--- src/rtl/timer_pkg.sv ---
// Shared definitions for the multi-channel interval timer: channel state
// encoding and the one-shot/periodic mode constants.
package timer_pkg;

  typedef enum logic {
    CH_IDLE = 1'b0,
    CH_RUN  = 1'b1
  } ch_state_e;

  typedef enum logic {
    ONE_SHOT = 1'b0,
    PERIODIC = 1'b1
  } mode_e;

endpackage : timer_pkg

--- src/rtl/timer_channel.sv ---
// One timer channel: counts shared ticks from 0 to a latched limit, in
// one-shot or periodic mode, with stop > start > tick priority.
module timer_channel
  import timer_pkg::*;
#(
  parameter int BITS = 8
) (
  input  logic            clk,
  input  logic            rst_n,
  input  logic            tick,
  input  logic            start,
  input  logic            stop,
  input  logic            mode,
  input  logic [BITS-1:0] final_value,
  output logic [BITS-1:0] count,
  output logic            busy,
  output logic            done
);

  ch_state_e       state;
  mode_e           run_mode;
  logic [BITS-1:0] limit;

  // NOTE: limit and run_mode are ordinary flops, not a memory, so they are
  // reset like the rest of the state and never hold X after reset.
  always_ff @(posedge clk or negedge rst_n) begin
    if (!rst_n) begin
      state    <= CH_IDLE;
      run_mode <= ONE_SHOT;
      limit    <= '0;
      count    <= '0;
      done     <= 1'b0;
    end else begin
      // NOTE: non-blocking throughout, so every branch below sees the
      // pre-edge values of count/limit regardless of statement order.
      done <= 1'b0;
      unique case (state)
        CH_IDLE: begin
          if (start && !stop) begin
            limit    <= final_value;
            run_mode <= mode_e'(mode);
            count    <= '0;
            state    <= CH_RUN;
          end
        end
        CH_RUN: begin
          if (stop) begin
            count <= '0;
            state <= CH_IDLE;
          end else if (start) begin
            limit    <= final_value;
            run_mode <= mode_e'(mode);
            count    <= '0;
          end else if (tick) begin
            if (count == limit) begin
              done  <= 1'b1;
              count <= '0;
              if (run_mode == ONE_SHOT) state <= CH_IDLE;
            end else begin
              count <= count + 1'b1;
            end
          end
        end
        default: state <= CH_IDLE;
      endcase
    end
  end

  assign busy = (state == CH_RUN);

endmodule : timer_channel

--- src/rtl/timer_multi.sv ---
// Multi-channel programmable interval timer: shared tick source plus
// CHANNELS independent timer_channel instances. Optional prescaler under
// macro TIMER_MULTI_PRESCALE_EN.
module timer_multi #(
  parameter int BITS     = 8,
  parameter int CHANNELS = 4,
  parameter int PRE_BITS = 4
) (
  input  logic                     clk,
  input  logic                     rst,
  input  logic                     en,
  input  logic [CHANNELS-1:0]      start,
  input  logic [CHANNELS-1:0]      stop,
  input  logic [CHANNELS-1:0]      mode,
  input  logic [CHANNELS*BITS-1:0] final_value,
`ifdef TIMER_MULTI_PRESCALE_EN
  input  logic [PRE_BITS-1:0]      prescale,
`endif
  output logic [CHANNELS*BITS-1:0] count,
  output logic [CHANNELS-1:0]      busy,
  output logic [CHANNELS-1:0]      done
);

  logic tick;

`ifdef TIMER_MULTI_PRESCALE_EN
  logic [PRE_BITS-1:0] pre_cnt;

  // Free-running divider; only channel-independent en moves it.
  always_ff @(posedge clk or negedge rst) begin
    if (!rst) begin
      pre_cnt <= '0;
    end else if (en) begin
      if (pre_cnt == prescale) pre_cnt <= '0;
      else                     pre_cnt <= pre_cnt + 1'b1;
    end
  end

  assign tick = en && (pre_cnt == prescale);
`else
  localparam int unused_pre_bits = PRE_BITS;

  assign tick = en;
`endif

  for (genvar i = 0; i < CHANNELS; i++) begin : g_ch
    timer_channel #(
      .BITS(BITS)
    ) u_ch (
      .clk        (clk),
      .rst_n      (rst),
      .tick       (tick),
      .start      (start[i]),
      .stop       (stop[i]),
      .mode       (mode[i]),
      .final_value(final_value[i*BITS +: BITS]),
      .count      (count[i*BITS +: BITS]),
      .busy       (busy[i]),
      .done       (done[i])
    );
  end

endmodule : timer_multi

--- config.mk ---
export PLATFORM = sky130hd
export DESIGN_NAME = timer_multi
export DESIGN_NICKNAME = d
export VERILOG_FILES = /design/src/rtl/timer_pkg.sv /design/src/rtl/timer_channel.sv /design/src/rtl/timer_multi.sv
export SDC_FILE = /design/constraint.sdc
export NUM_CORES = 1
export LEC_CHECK = 0
export ABC_AREA = 1
export CAP_MARGIN = 5
export CELL_PAD_IN_SITES_DETAIL_PLACEMENT = 1
export CELL_PAD_IN_SITES_GLOBAL_PLACEMENT = 1
export CORE_ASPECT_RATIO = 1.25
export CORE_MARGIN = 2
export CORE_UTILIZATION = 30
export DETAILED_ROUTE_END_ITERATION = 10
export PLACE_DENSITY = 0.68
export SETUP_SLACK_MARGIN = 0.1
export SLEW_MARGIN = 20
export SYNTH_ARGS = -nofsm -noshare
export SYNTH_HDL_FRONTEND = slang
export SYNTH_SLANG_ARGS = --single-unit
--- constraint.sdc ---
create_clock -name clk -period 1.5 [get_ports clk]
set_input_delay 0.15 -clock clk [delete_from_list [all_inputs] [get_ports clk]]
set_output_delay 0.15 -clock clk [all_outputs]
set_load 0.02 [all_outputs]
Word-level counts from Yosys, hierarchy flattened
Cells that the tools add are included.

$add $sub $neg: 4. Equal/unequal tests: 20. Muxes and demuxes: 104. Bitwise logic cells: 4. Reduce and logical (&&, ||, !) cells: 16.

Operators by type and width (number): $mux W8 (32); $pmux W8 S2 (8); $mux W1 (56); $add A8 B1 Y8 const B (4); $eq A8 B8 Y1 (4); $ne A2 B2 Y1 const B (8); $ne A4 B4 Y1 const B (4); $pmux W1 S2 (8); $reduce_and A3 Y1 (4); $ne A2 B1 Y1 const B (4); $reduce_and A2 Y1 (4); $logic_and A1 B1 Y1 (4); $logic_not A1 Y1 (4); $not A1 Y1 (4).

Register bits: 76. Bits of input ports: 47. Output and inout port bits: 40. Word-level logic and storage cells: 168.

Logic depth before layout (Yosys ltp)
Gate-level depths: netlist of run 1.

Depth in word-level cells: 6. Gate-level depth with buffers: 9. Depth with buffers taken out: 9.

Hierarchy
From an unflattened synthesis of run 1, not the netlist that was laid out.

Cells, all modules: 596. Area total of the unflattened synthesis: 4347.9 um2.

Modules (own cells, without submodules): timer_channel (g_ch[0].u_ch ...) (instances 3, cells an instance 153, area each 1104.8 um2, seq. area each 475.5 um2); timer_channel (g_ch[3].u_ch) (instances 1, cells an instance 137, area each 1033.5 um2, seq. area each 475.5 um2).

Worst setup path after synthesis of run 1
OpenSTA, ideal clock, no wires.

Path type: register to register. Start point: register g_ch[1].u_ch.count[1]. End point: register g_ch[1].u_ch.count[6]. Arrival time: 1.272 ns. Setup slack: 0.099 ns. Stages on the path, launching flop included: 9. Path buffers: 0. Clock period less this slack: 1.401 ns. Path through: dfrtp_1 > ha_1 > nand3_1 > nor2_1 > nand2_1 > nand2_1 > nand2_1 > nand4_1 > o21ai_0.

Longest elaborated chain between the ends: 6. Elaborated cells between the ends (all ways): 7. Those cells by class: add/sub (1); eq/ne (1); mux (5).

Ends and longest elaborated chain: start, declared (line timer_channel.sv:15) `output logic [BITS-1:0] count,`; start signal, assigned (line timer_channel.sv:60) `count <= count + 1'b1;`; $add A8 B1 Y8 / $eq A8 B8 Y1 (equally long branches) (line timer_channel.sv:60, timer_channel.sv:55); $mux W8 (*) (line timer_channel.sv:55) `if (count == limit) begin`; $mux W8 (*) (line timer_channel.sv:54) `end else if (tick) begin`; $mux W8 (*) (line timer_channel.sv:50) `end else if (start) begin`; $mux W8 (*) (line timer_channel.sv:47) `if (stop) begin`; $pmux W8 S2 (*) (line timer_channel.sv:37) `unique case (state)`.

Every way passes the cells marked *; elsewhere a longest branch is shown, timed or not. The select of a mux whose other input is x is not followed. A chain may end at the register's enable or synchronous reset.

Worst setup path in the final report of run 1
Start point: register g_ch[3].u_ch.count[2]. End point: output count[26].

RTL lines: start, declared (line timer_channel.sv:15); start signal, assigned (line timer_channel.sv:60); end, declared (line timer_multi.sv:19) `output logic [CHANNELS*BITS-1:0] count,`.

No word-level cell between the ends.

==> results of run 1 <==
[cell usage after synthesis, types with 8 or more instances]
library cell / number
nand2_1: 202
dfrtp_1: 76
inv_1: 59
nor2_1: 42
o21ai_0: 24
nand4_1: 20
a21oi_1: 19
xnor2_1: 18
xor2_1: 16
nand3_1: 14
buf_4: 8
[worst reg2reg max path, delay by kind of cell, from the launching register on]
kind                     cells  cell delay [ps]
XOR/XNOR                     1              150
adder cells (fa/ha/maj)      1              220
buffers and inverters        1              130
flip-flops                   1              410
AND/OR/NAND/NOR              4              390
[logic make-up (layout without fill, tap and decap cells)]
group	after synthesis	after routing	synth area share
adders and majority gates	4	4	0.01231
xor gates and xnor gates	34	34	0.07325
AOI/OAI and AO/OA	48	48	0.05910
DFF	76	76	0.4678
buffers and inverters	77	221	0.07910
and+or+nand+nor	296	297	0.3084
[state kept, by name, summed over array words and instances (netlist names)]
| name | flops |
|---|---|
| g_ch.u_ch.limit | 32 |
| g_ch.u_ch.busy | 4 |
| g_ch.u_ch.done | 4 |
| g_ch.u_ch.count | 32 |
| g_ch.u_ch.run_mode | 4 |
[cell type report]
class                      count  area [µm²]
fill                        1630        7264
timing repair buffer         141        1244
sequential                    76        1924
clock inverter                 7       115.1
inverter                      64       245.2
tap                          171       214.0
clock buffer                   9       225.2
multi-input combinational    383        1999
[routing by layer]
| layer | GRT usage | share of wire | vias to the layer above | wire length, µm |
|---|---|---|---|---|
| met2 | 0.3298 | 0.54 | 61 | 6894 |
| li1 | - | - | 1943 | - |
| met5 | 0 | 0 | - | 0 |
| met3 | 0.03353 | 0.034 | 10 | 430 |
| met4 | 0.05912 | 0.012 | 0 | 159 |
| met1 | 0.2120 | 0.42 | 1911 | 5350 |
[per-stage QoR]
step / cell area (µm²) / util
2_1_floorplan: 4066 / -
3_3_place_gp: 5355 / 0.4047
3_5_place_dp: 5355 / 0.4047
4_1_cts: 5727 / 0.4328
5_1_grt: 5967 / 0.4510
6_report: 5967 / 0.4510
[how the worst min path moves through the flow]
stage / slack [ps] / cells after the start / to
final: 340 / 3 / g_ch[0].u_ch.limit[0]
after global routing: 340 / 3 / g_ch[0].u_ch.limit[0]
after CTS: 340 / 3 / g_ch[0].u_ch.limit[0]
after detailed placement: 210 / 2 / g_ch[0].u_ch.limit[4]
after global placement: 210 / 2 / g_ch[0].u_ch.count[5]
after floorplan: -150 / 0 / g_ch[0].u_ch.busy
[repair_timing]
item / CTS / global route
setup buffers: 3 / 15
endpoints found under the hold margin: 76 / 0
setup endpoints to repair: 63 / 41
hold buffers: 1 / 0
pin swaps: 3 / 14
resized for setup: 59 / 52
gates cloned: 1 / 0
[report_power, final]
part	switching (mW)	internal [mW]
Clock	0.904	1.62
Sequential	0.110	2.20
Combinational	0.528	0.413
Total	1.54	4.23
==> summary.txt, run 1 <==
Die
  • Die area: 14,500 µm²
  • Starting Density: 0.3072
  • DIE HEIGHT: 134.1 µm
  • IO Pins: 87
  • DIE WIDTH: 108.1 µm
  • Rows: 47
  • Core area: 13,230 µm²

Worst setup path
  • Maximum fanout along the worst path: 5
  • Worst path depth: 2
  • Crit path to: count[26]
  • CP Class: reg -> out
  • FF-to-FF End: g_ch[3].u_ch.count[6]
  • Buf+Inv Stages, Crit Path: 2
  • Cells on worst reg2reg path: 7
  • Startpoint class of the critical path: register
  • Worst R2R Setup Slack: 150 ps
  • Worst Setup SP: g_ch[3].u_ch.count[2]
  • Worst Path Arrival: 1230 ps
  • Reg2reg start: g_ch[3].u_ch.count[0]
  • Critical path's top delay family: buffers and inverters
  • Slowest stage delay, CP: 440 ps
  • Critical Path, Cell by Cell: buf_4 > dlygate4sd2_1
  • Critical path required time: 1350 ps
  • Element type at the critical path end: primary output
  • Slowest CP cell: dfrtp_2

Global route
  • Initial antenna violation count: 0
  • Pin count of the biggest net entering global routing: 77
  • Number of global-route vias before repair: 4,306
  • First-pass GRT wire length: 20,600 µm
  • Total GRT Usage: 0.1811
  • Overflow after GRT: 0

Power
  • PwrDens: 967.5 nW/µm²
  • Max IR drop VDD: 0.0006087 V
  • Total Power: 5.773 mW
  • P_leak: 2.933 nW

Cells and area
  • Ant. Diodes: 0
  • Share of layout cells above drive strength 1: 0.2118
  • Commonest cells after routing, fill and taps aside: nand2_1 (194), dfrtp_1 (58), inv_1 (53), buf_4 (53), clkdlybuf4s50_1 (45)
  • Nets: 726
  • Area grow syn2layout: 46.78%
  • Fin cells: 851
  • Most common cell after layout, fill and taps aside: nand2_1

Run
  • Max cap viols: 0

Timing
  • Final-report hold violation count: 0
  • Final worst slack: 117.4 ps
  • RSZ-0062 raised after global routing: true
  • Fmax: 723.3 MHz
  • Clock Skews: 5.594 ps
  • Min Tclk post-route: 1383 ps
  • Relative slew slack: 0.7088
  • Fin. max-slew vios: 0
  • Final period util: 0.9217
  • Post-route setup TNS: 0 ps
  • Final setup violation count: 0
  • Worst-margin pin slew: 436.8 ps
  • WHS: 340.1 ps

Clocking
  • Htree depth: 3
  • Clock transition at path regs: 60 ps
  • Root buf cell: clkbuf_16
  • CTS tree: built
  • Maximum clock path buffer count: 2
  • CTS Sinks: 76
  • Total CTS buffers: 9
  • Clk Latency, worst-skew pair: 340 ps

Placement
  • PortBufs: 86
  • Post-DP HPWL: 9130 µm
  • Dpl cells: 815
  • GPL Wtd Cong: 0.8282
  • Dpl ws: -107.3 ps

Drt
  • DR vias: 3,925
  • First-pass iteration count of the detailed router: 4
  • 1st-iter DRT viols: 85
  • Routed len/inst: 15.08 µm
  • Post-Route WL: 12,830 µm
  • Final routed DRC violation total: 0
  • Antenna Nets Post-Route: 0
  • Routed vias/inst: 4.612

Synthesis
  • Cells after synthesis: 535
  • Area contributors post-synth: dfrtp_1 (47%), nand2_1 (19%), inv_1 (5.4%)
  • Synth Warn #: 0
  • Sequential area share after synthesis: 0.4678
  • Post-synth EDFFs: 0
  • Mapped Nets: 586
  • Ys async rst share: 1.000
  • Mean post-synth cell area: 7.598 µm²
  • Area share of the largest cell type after synthesis: 0.4678
  • Netlist cell types: 26
  • Post-Synthesis Cell Area: 4065 µm²
  • Area leader, netlist: dfrtp_1
  • Top flip-flop cell by instance count after synthesis: dfrtp_1
  • Yosys reg bits: 76

Run status
  • Outcome: finished, final reports clean

Worst hold path
  • Type of the worst min-delay path: in -> reg
  • Min-delay src: final_value[0]
(Power assumes the default switching activity.)
==> run 2: changes to the inputs <==
--- a/config.mk
+++ b/config.mk
@@ -10,10 +10,10 @@
 export CELL_PAD_IN_SITES_DETAIL_PLACEMENT = 1
 export CELL_PAD_IN_SITES_GLOBAL_PLACEMENT = 1
 export CORE_ASPECT_RATIO = 1.25
-export CORE_MARGIN = 2
+export CORE_MARGIN = 1.5
 export CORE_UTILIZATION = 30
 export DETAILED_ROUTE_END_ITERATION = 10
-export PLACE_DENSITY = 0.68
+export PLACE_DENSITY = 0.71
 export SETUP_SLACK_MARGIN = 0.1
 export SLEW_MARGIN = 20
 export SYNTH_ARGS = -nofsm -noshare
==> constraint.sdc (replaced) <==
create_clock -name clk -period 1.25 [get_ports clk]
set_input_delay 0.125 -clock clk [delete_from_list [all_inputs] [get_ports clk]]
set_output_delay 0.125 -clock clk [all_outputs]
set_load 0.02 [all_outputs]
==> run 2 against run 1 <==
The flow now finishes with violations (setup timing). Clock skew is essentially flat. Via count grew 8.6%. Global-route usage grew 2.4 points. Non-clock buffer count grew 56. Final cell count grew 6.6%. Critical path depth grew 5. Sequential power grew 20%. Critical path type is now reg -> reg. Largest cell class unchanged. Highest routed layer unchanged.
==> summary.txt, run 2 (same netlist as run 1, synthesis figures left out) <==
Worst hold path
  • Type of the worst min-delay path: in -> async

Cells and area
  • Regs by FF count: g_ch.u_ch.count: 32 flops, g_ch.u_ch.limit: 32 flops
  • Area grow syn2layout: 66.30%
  • Ant. Diodes: 0
  • Fin cells: 907
  • Share of layout cells above drive strength 1: 0.3927
  • # fillers: 1,559
  • Multi-input logic area: 2253 µm²
  • Most common cell after layout, fill and taps aside: nand2_1
  • FF+latch area: 1941 µm²
  • Nets: 782
  • Commonest cells after routing, fill and taps aside: nand2_1 (187), buf_4 (79), buf_6 (52), inv_1 (51)

Drt
  • Routed len/inst: 16.08 µm
  • Antenna Nets Post-Route: 0
  • Final routed DRC violation total: 0
  • First-pass iteration count of the detailed router: 4
  • 1st-iter DRT viols: 85
  • Post-Route WL: 14,590 µm
  • Routed vias/inst: 4.701
  • DR vias: 4,264

Worst setup path
  • CP Class: reg -> reg
  • Critical path required time: 1480 ps
  • Worst Path Arrival: 1630 ps
  • Maximum fanout along the worst path: 4
  • Cells on worst reg2reg path: 7
  • Startpoint class of the critical path: register
  • Element type at the critical path end: register

Die
  • DIE HEIGHT: 133.1 µm
  • Die area: 14,260 µm²
  • Starting Density: 0.3072
  • Core area: 13,230 µm²
  • IO Pins: 87
  • Rows: 47
  • DIE WIDTH: 107.1 µm

Global route
  • Total GRT Usage: 0.2053
  • Overflow after GRT: 0
  • Initial antenna violation count: 0
  • Pin count of the biggest net entering global routing: 31
  • Number of global-route vias before repair: 4,751
  • First-pass GRT wire length: 22,800 µm

Run status
  • Violated checks: setup timing
  • Outcome: finished, violations left

Timing
  • RSZ-0062 raised after global routing: true
  • Fin. max-slew vios: 0
  • Min Tclk post-route: 1403 ps
  • Fmax: 712.7 MHz
  • WHS: 201.5 ps
  • Final worst slack: -153.1 ps
  • Clock Skews: 5.975 ps
  • Relative slew slack: 0.7204
  • Final setup violation count: 38
  • Final period util: 1.122
  • Final-report hold violation count: 0
  • Worst-margin pin slew: 418.9 ps

Clocking
  • Total CTS buffers: 9
  • Root buf cell: clkbuf_16
  • CTS Sinks: 76
  • Maximum clock path buffer count: 2
  • CTS tree: built
  • Clock transition at path regs: 60 ps
  • Htree depth: 3
  • Clk Latency, worst-skew pair: 350 ps

Power
  • PwrDens: 1006 nW/µm²
  • Total Power: 6.799 mW
  • P_leak: 3.175 nW
  • Max IR drop VDD: 0.0005289 V

Placement
  • PortBufs: 86
  • Dpl cells: 863
  • Dpl ws: -365.6 ps
  • GPL Wtd Cong: 0.8012
  • Post-DP HPWL: 9815 µm

Run
  • Max cap viols: 0
## run 2: what timing repair did
| action | CTS | global route |
|---|---|---|
| setup buffers | 13 | 19 |
| hold endpoints to repair | 76 | 0 |
| gates resized for setup | 276 | 47 |
| cloned | 1 | 0 |
| hold buffers | 1 | 0 |
| setup endpoints to repair | 80 | 63 |
| pin swaps | 32 | 31 |
## run 2: layout make-up
type / instances / area share
clock inverters: 6 / 0.009624
repair buffers: 197 / 0.2686
inverters: 64 / 0.03591
well taps: 171 / 0.03165
flip-flops and latches: 76 / 0.2871
multi-input cells: 383 / 0.3333
clock buffers: 10 / 0.03387
## run 2: critical path, cell delays in order (launching register included)
cell,delay [ps]
dfrtp_2,450
nand2_1,80
nand2_1,60
nor2_2,140
nand4_1,180
buf_4,200
nand4_1,100
nand2_1,70
## run 2: worst paths after layout
kind | end | slack, ps | from
setup / recovery | g_ch[3].u_ch.count[1] | -150 | g_ch[3].u_ch.count[0]
hold / removal | g_ch[2].u_ch.limit[0] | 200 | rst
setup reg to reg | g_ch[3].u_ch.count[1] | -150 | g_ch[3].u_ch.count[0]
hold reg to reg | g_ch[3].u_ch.limit[5] | 500 | g_ch[3].u_ch.limit[5]
max in group asynchronous | g_ch[1].u_ch.count[5] | 560 | rst
min in group clk | g_ch[2].u_ch.limit[2] | 310 | final_value[18]
## run 2: routing by layer
metal / vias up / GRT usage / part of all wire
met5: - / 0 / 0
met4: 0 / 0.09926 / 0.028
met3: 33 / 0.02838 / 0.026
met2: 78 / 0.3871 / 0.56
met1: 2103 / 0.2204 / 0.38
li1: 2050 / - / -
## run 2: stage by stage
step                setup TNS, ps  utilization  instance area [µm²]
floorplan                       0            -                 4167
global placement            -7743       0.4405                 5828
detailed placement          -9824       0.4405                 5828
CTS                         -1165       0.4911                 6497
global route                -5247       0.5109                 6760
finish                      -1842       0.5109                 6760
## run 2: report_power, final
group          internal (mW)  switching [mW]  total [mW]
logic                  0.637           0.731        1.37
registers               2.64           0.143        2.78
clock network           1.55            1.10        2.65
==> variant 1 (flow settings as in run 2) <==
Register the output `count`; this adds one clock of latency there. The other outputs are not delayed to match.
--- a/src/rtl/timer_multi.sv
+++ b/src/rtl/timer_multi.sv
@@ -20,6 +20,8 @@
   output logic [CHANNELS-1:0]      busy,
   output logic [CHANNELS-1:0]      done
 );
+
+  logic [CHANNELS*BITS-1:0] count_d;
 
   logic tick;
 
@@ -54,11 +56,15 @@
       .stop       (stop[i]),
       .mode       (mode[i]),
       .final_value(final_value[i*BITS +: BITS]),
-      .count      (count[i*BITS +: BITS]),
+      .count      (count_d[i*BITS +: BITS]),
       .busy       (busy[i]),
       .done       (done[i])
     );
   end
 
+  always_ff @(posedge clk) begin
+      count <= count_d;
+  end
+
 endmodule : timer_multi
 
Behaviour: not the same (Yosys sat finds a counterexample within 4 cycles, from zero or initial values and one cycle with rst low).
==> variant 1 against run 2 <==
Setup slack worse by 0.010 ns; count of clock-buffer cells in the layout rose by 3; final area up 14%; sequential cell count up 32; largest power group unchanged; the flow still finishes with violations (setup timing); total power is 23% higher; die area grew 17%; wire length up 13%; area after synthesis rose by 17%.
==> variant 1: results (changes against run 2) <==
Finish
  • Non-clk bufs: 220 (+12%)
  • Share of layout cells above drive strength 1: 38.59% (-0.67 points)
  • Biggest regs: count (32), g_ch.u_ch.count (32), g_ch.u_ch.limit (32)
  • Multi-input gates: 392 (+2.3%)
  • Nets: 857 (+9.6%)
  • Multi-input combinational area share: 31.18% (-2.1 points)
  • Fill count: 1858 (+19%)
  • Final clock-cell share: 4.179% (-0.17 points)
  • CLK BUF: 13 (+3)

Global routing
  • Total track usage: 19.47% (-1.1 points)
  • Met3 Resource Use GR: 4.429% (+1.6 points)
  • First-pass GRT wire length: 24830 um (+8.9%)
  • Met1 Track Usage GR: 21.27% (-0.77 points)

Synthesis
  • Post-synthesis xor/xnor area fraction: 4.408% (-2.9 points)
  • Compound-Gate Fraction of Synth Area: 6.481% (+0.57 points)
  • Synth area leaders: dfrtp_1, nand2_1, dfxtp_1
  • Sequential element share of the synthesized area: 53.32% (+6.5 points)
  • Top cells by count, synth: nand2_1, dfrtp_1, inv_1, o21ai_0, nor2_1
  • Post-Syn Nets: 639 (+9.0%)
  • Synthesized netlist cell count: 588 (+9.9%)

Status
  • Status: complete, but fails checks
  • Failing checks: setup timing

STA
  • Clock Skew: 0.009421 ns (+0.003447 ns)
  • Slew headroom: 71.95% (-0.092 points)
  • Setup Viol. Count Final: 33 (-13%)
  • Setup ws final: -0.1631 ns (-0.01001 ns)

Route
  • Routed wl met3: 763 um (+100%)
  • Met2 WL post-DR: 8936 um (+8.5%)
  • Final WL: 16410 um (+13%)
  • Vias: 4727 (+11%)

Power
  • Leakage power: 0.003616 uW (+14%)
  • Maximum vdd drop: 0.0006513 V (+23%)

Worst setup path
  • Worst Path Max Fanout: 5 (+1)
  • Crit path launch: g_ch[3].u_ch.count[1]

Clock tree
  • Post-CTS resize count: 180 (-35%)

Place
  • Post-DP HPWL: 10550 um (+7.5%)
  • Dpl ws: -0.4943 ns (-0.1287 ns)
## variant 1: changes by cell type in the layout (fill, tap and decap cells not counted), sizes merged, moves of 6 or more
cell           change
nand3              +9
inv               +11
clkdlybuf4s15     +17
clkbuf             +6
o21ai             +12
dlygate4sd2        +9
dfxtp             +32
## variant 1: through the flow
| stage | hold slack (ns) | instance area (um^2) | total power [uW] | setup TNS [ns] |
|---|---|---|---|---|
| after floorplan | -0.1706 | 4783 | 4407 | 0 |
| after global placement | -0.04653 | 6524 | 4959 | -12.97 |
| after detailed placement | -0.04917 | 6524 | 5021 | -16.32 |
| after CTS | 0.1156 | 7347 | 8276 | -1.164 |
| after global routing | 0.1179 | 7724 | 8739 | -5.265 |
| final | 0.1179 | 7724 | 8378 | -2.539 |
## variant 1: power by group
group / switching (uW) / internal, uW
Combinational: 823 / 647
Clock: 1330 / 1770
Sequential: 139 / 3670
==> variant 2 (config.mk and constraints of run 2) <==
Without the edit above. Build with the macro `TIMER_MULTI_PRESCALE_EN` defined.
--- a/src/rtl/timer_multi.sv
+++ b/src/rtl/timer_multi.sv
@@ -1,6 +1,8 @@
 // Multi-channel programmable interval timer: shared tick source plus
 // CHANNELS independent timer_channel instances. Optional prescaler under
 // macro TIMER_MULTI_PRESCALE_EN.
+`define TIMER_MULTI_PRESCALE_EN
+
 module timer_multi #(
   parameter int BITS     = 8,
   parameter int CHANNELS = 4,
Ports: changed (added prescale); port bits go from 87 to 91. No check against the original RTL was run, so the function may have changed too.
==> variant 2 against run 2 <==
The flow still finishes with violations (setup timing); sequential cell count increased by 4; final area is 13% higher; clock skew is 0.0011 ns lower; sequential share of layout area is 2.0 points lower; total power increased by 19%; critical path depth increased by 3; final cell count up 9.2%; setup slack worse by 0.17 ns; wire length grew 9.2%; area after synthesis is 11% higher; critical endpoint is now pre_cnt[0]; clock power increased by 9.1%.
==> variant 2: results (changes against run 2) <==
Place
  • PortBufs: 90 (+4.7%)
  • Dpl cell area: 6515 um^2 (+12%)
  • Dpl ws: -0.5923 ns (-0.2267 ns)

Finish
  • Non-filler cells, final: 990 (+9.2%)
  • Share of layout cells above drive strength 1: 44.93% (+5.7 points)

Synthesis
  • Post-Syn Nets: 627 (+7.0%)
  • Adder-Cell Fraction of Synth Area: 1.382% (+0.15 points)
  • Synth cell types: 31 (+19%)
  • Mux contribution to synthesized area: 4.728% (+4.7 points)
  • Sequential element share of the synthesized area: 44.24% (-2.5 points)
  • Compound-Gate Fraction of Synth Area: 3.041% (-2.9 points)
  • Post-synthesis xor/xnor area fraction: 5.806% (-1.5 points)

Worst setup path
  • Critical Path Max Stage Delay: 0.39 ns (-0.06 ns)
  • R2r worst-path depth: 10 (+3)
  • Crit-path slowest cell: dfrtp_1
  • R2r startpoint: pre_cnt[0]
  • Worst Path Max Fanout: 3 (-1)
  • Data arrival time of the critical path: 1.79 ns (+0.16 ns)

STA
  • Slew headroom: 63.55% (-8.5 points)
  • Setup Viol. Count Final: 44 (+16%)
  • Setup ws final: -0.3217 ns (-0.1686 ns)

Clock tree
  • Setup Buffers After CTS: 32 (+19)

Power
  • Leakage power: 0.003693 uW (+16%)

Status
  • Failing checks: setup timing
  • Status: complete, but fails checks

Route
  • First DRT Iteration DRCs: 111 (+31%)

Global routing
  • Pin count of the biggest net entering global routing: 50 (+61%)
[variant 2: cell count changes after synthesis, sizes merged, moves of 6 or more]
cell | run 2 | this run
nand3 | 15 | 60
mux2 | 0 | 19
nand2 | 208 | 190
inv | 64 | 79
o21ai | 29 | 14
nand4 | 20 | 9
a21oi | 19 | 9
xor2 | 16 | 8
buf | 8 | 14
[variant 2: final cells by class]
type / count / area [um^2] / share of cell area (%)
repair buffers: 235 / 2157 / 28.31
clock buffers: 13 / 250.2 / 3.284
well taps: 182 / 227.7 / 2.988
inverters: 80 / 309.0 / 4.056
clock inverters: 3 / 65.06 / 0.8539
flip-flops and latches: 80 / 2037 / 26.73
multi-input cells: 397 / 2574 / 33.78
[variant 2: power groups by stage]
stage               sequential, uW  combinational [uW]  clock, uW
floorplan                     3060                 891          0
global placement              3070                1650          0
detailed placement            3080                1740          0
CTS                           3030                2030       2960
global route                  3070                2350       3060
finish                        3040                2150       2890
[variant 2: metal layers]
metal	global-route usage, %	up-vias	part of all wire [%]
met3	2.596	23	2.6
met5	0	-	0
li1	-	2250	-
met2	38.41	75	57
met1	21.83	2321	39
met4	8.224	0	2.2
[variant 2: critical path: cells and delay by family (launching register included)]
family,cells,cell delay [ns]
buffers and inverters,8,0.91
flip-flops,1,0.39
AO/OA/AOI/OAI,1,0.08
AND/OR/NAND/NOR,1,0.07
[variant 2: logic make-up after synthesis]
logic type | count (synthesis)
AOI/OAI and AO/OA | 26
xor gates and xnor gates | 30
adders and majority gates | 5
buffers and inverters | 95
DFF | 80
muxes | 19
and+or+nand+nor | 316
[variant 2: through the flow]
step	util [%]	TNS [ns]
3_5_place_dp	43.76	-26.17
3_3_place_gp	43.76	-23.03
5_1_grt	51.18	-14.03
6_report	51.18	-9.440
2_1_floorplan	-	-1.607
4_1_cts	49.17	-8.745
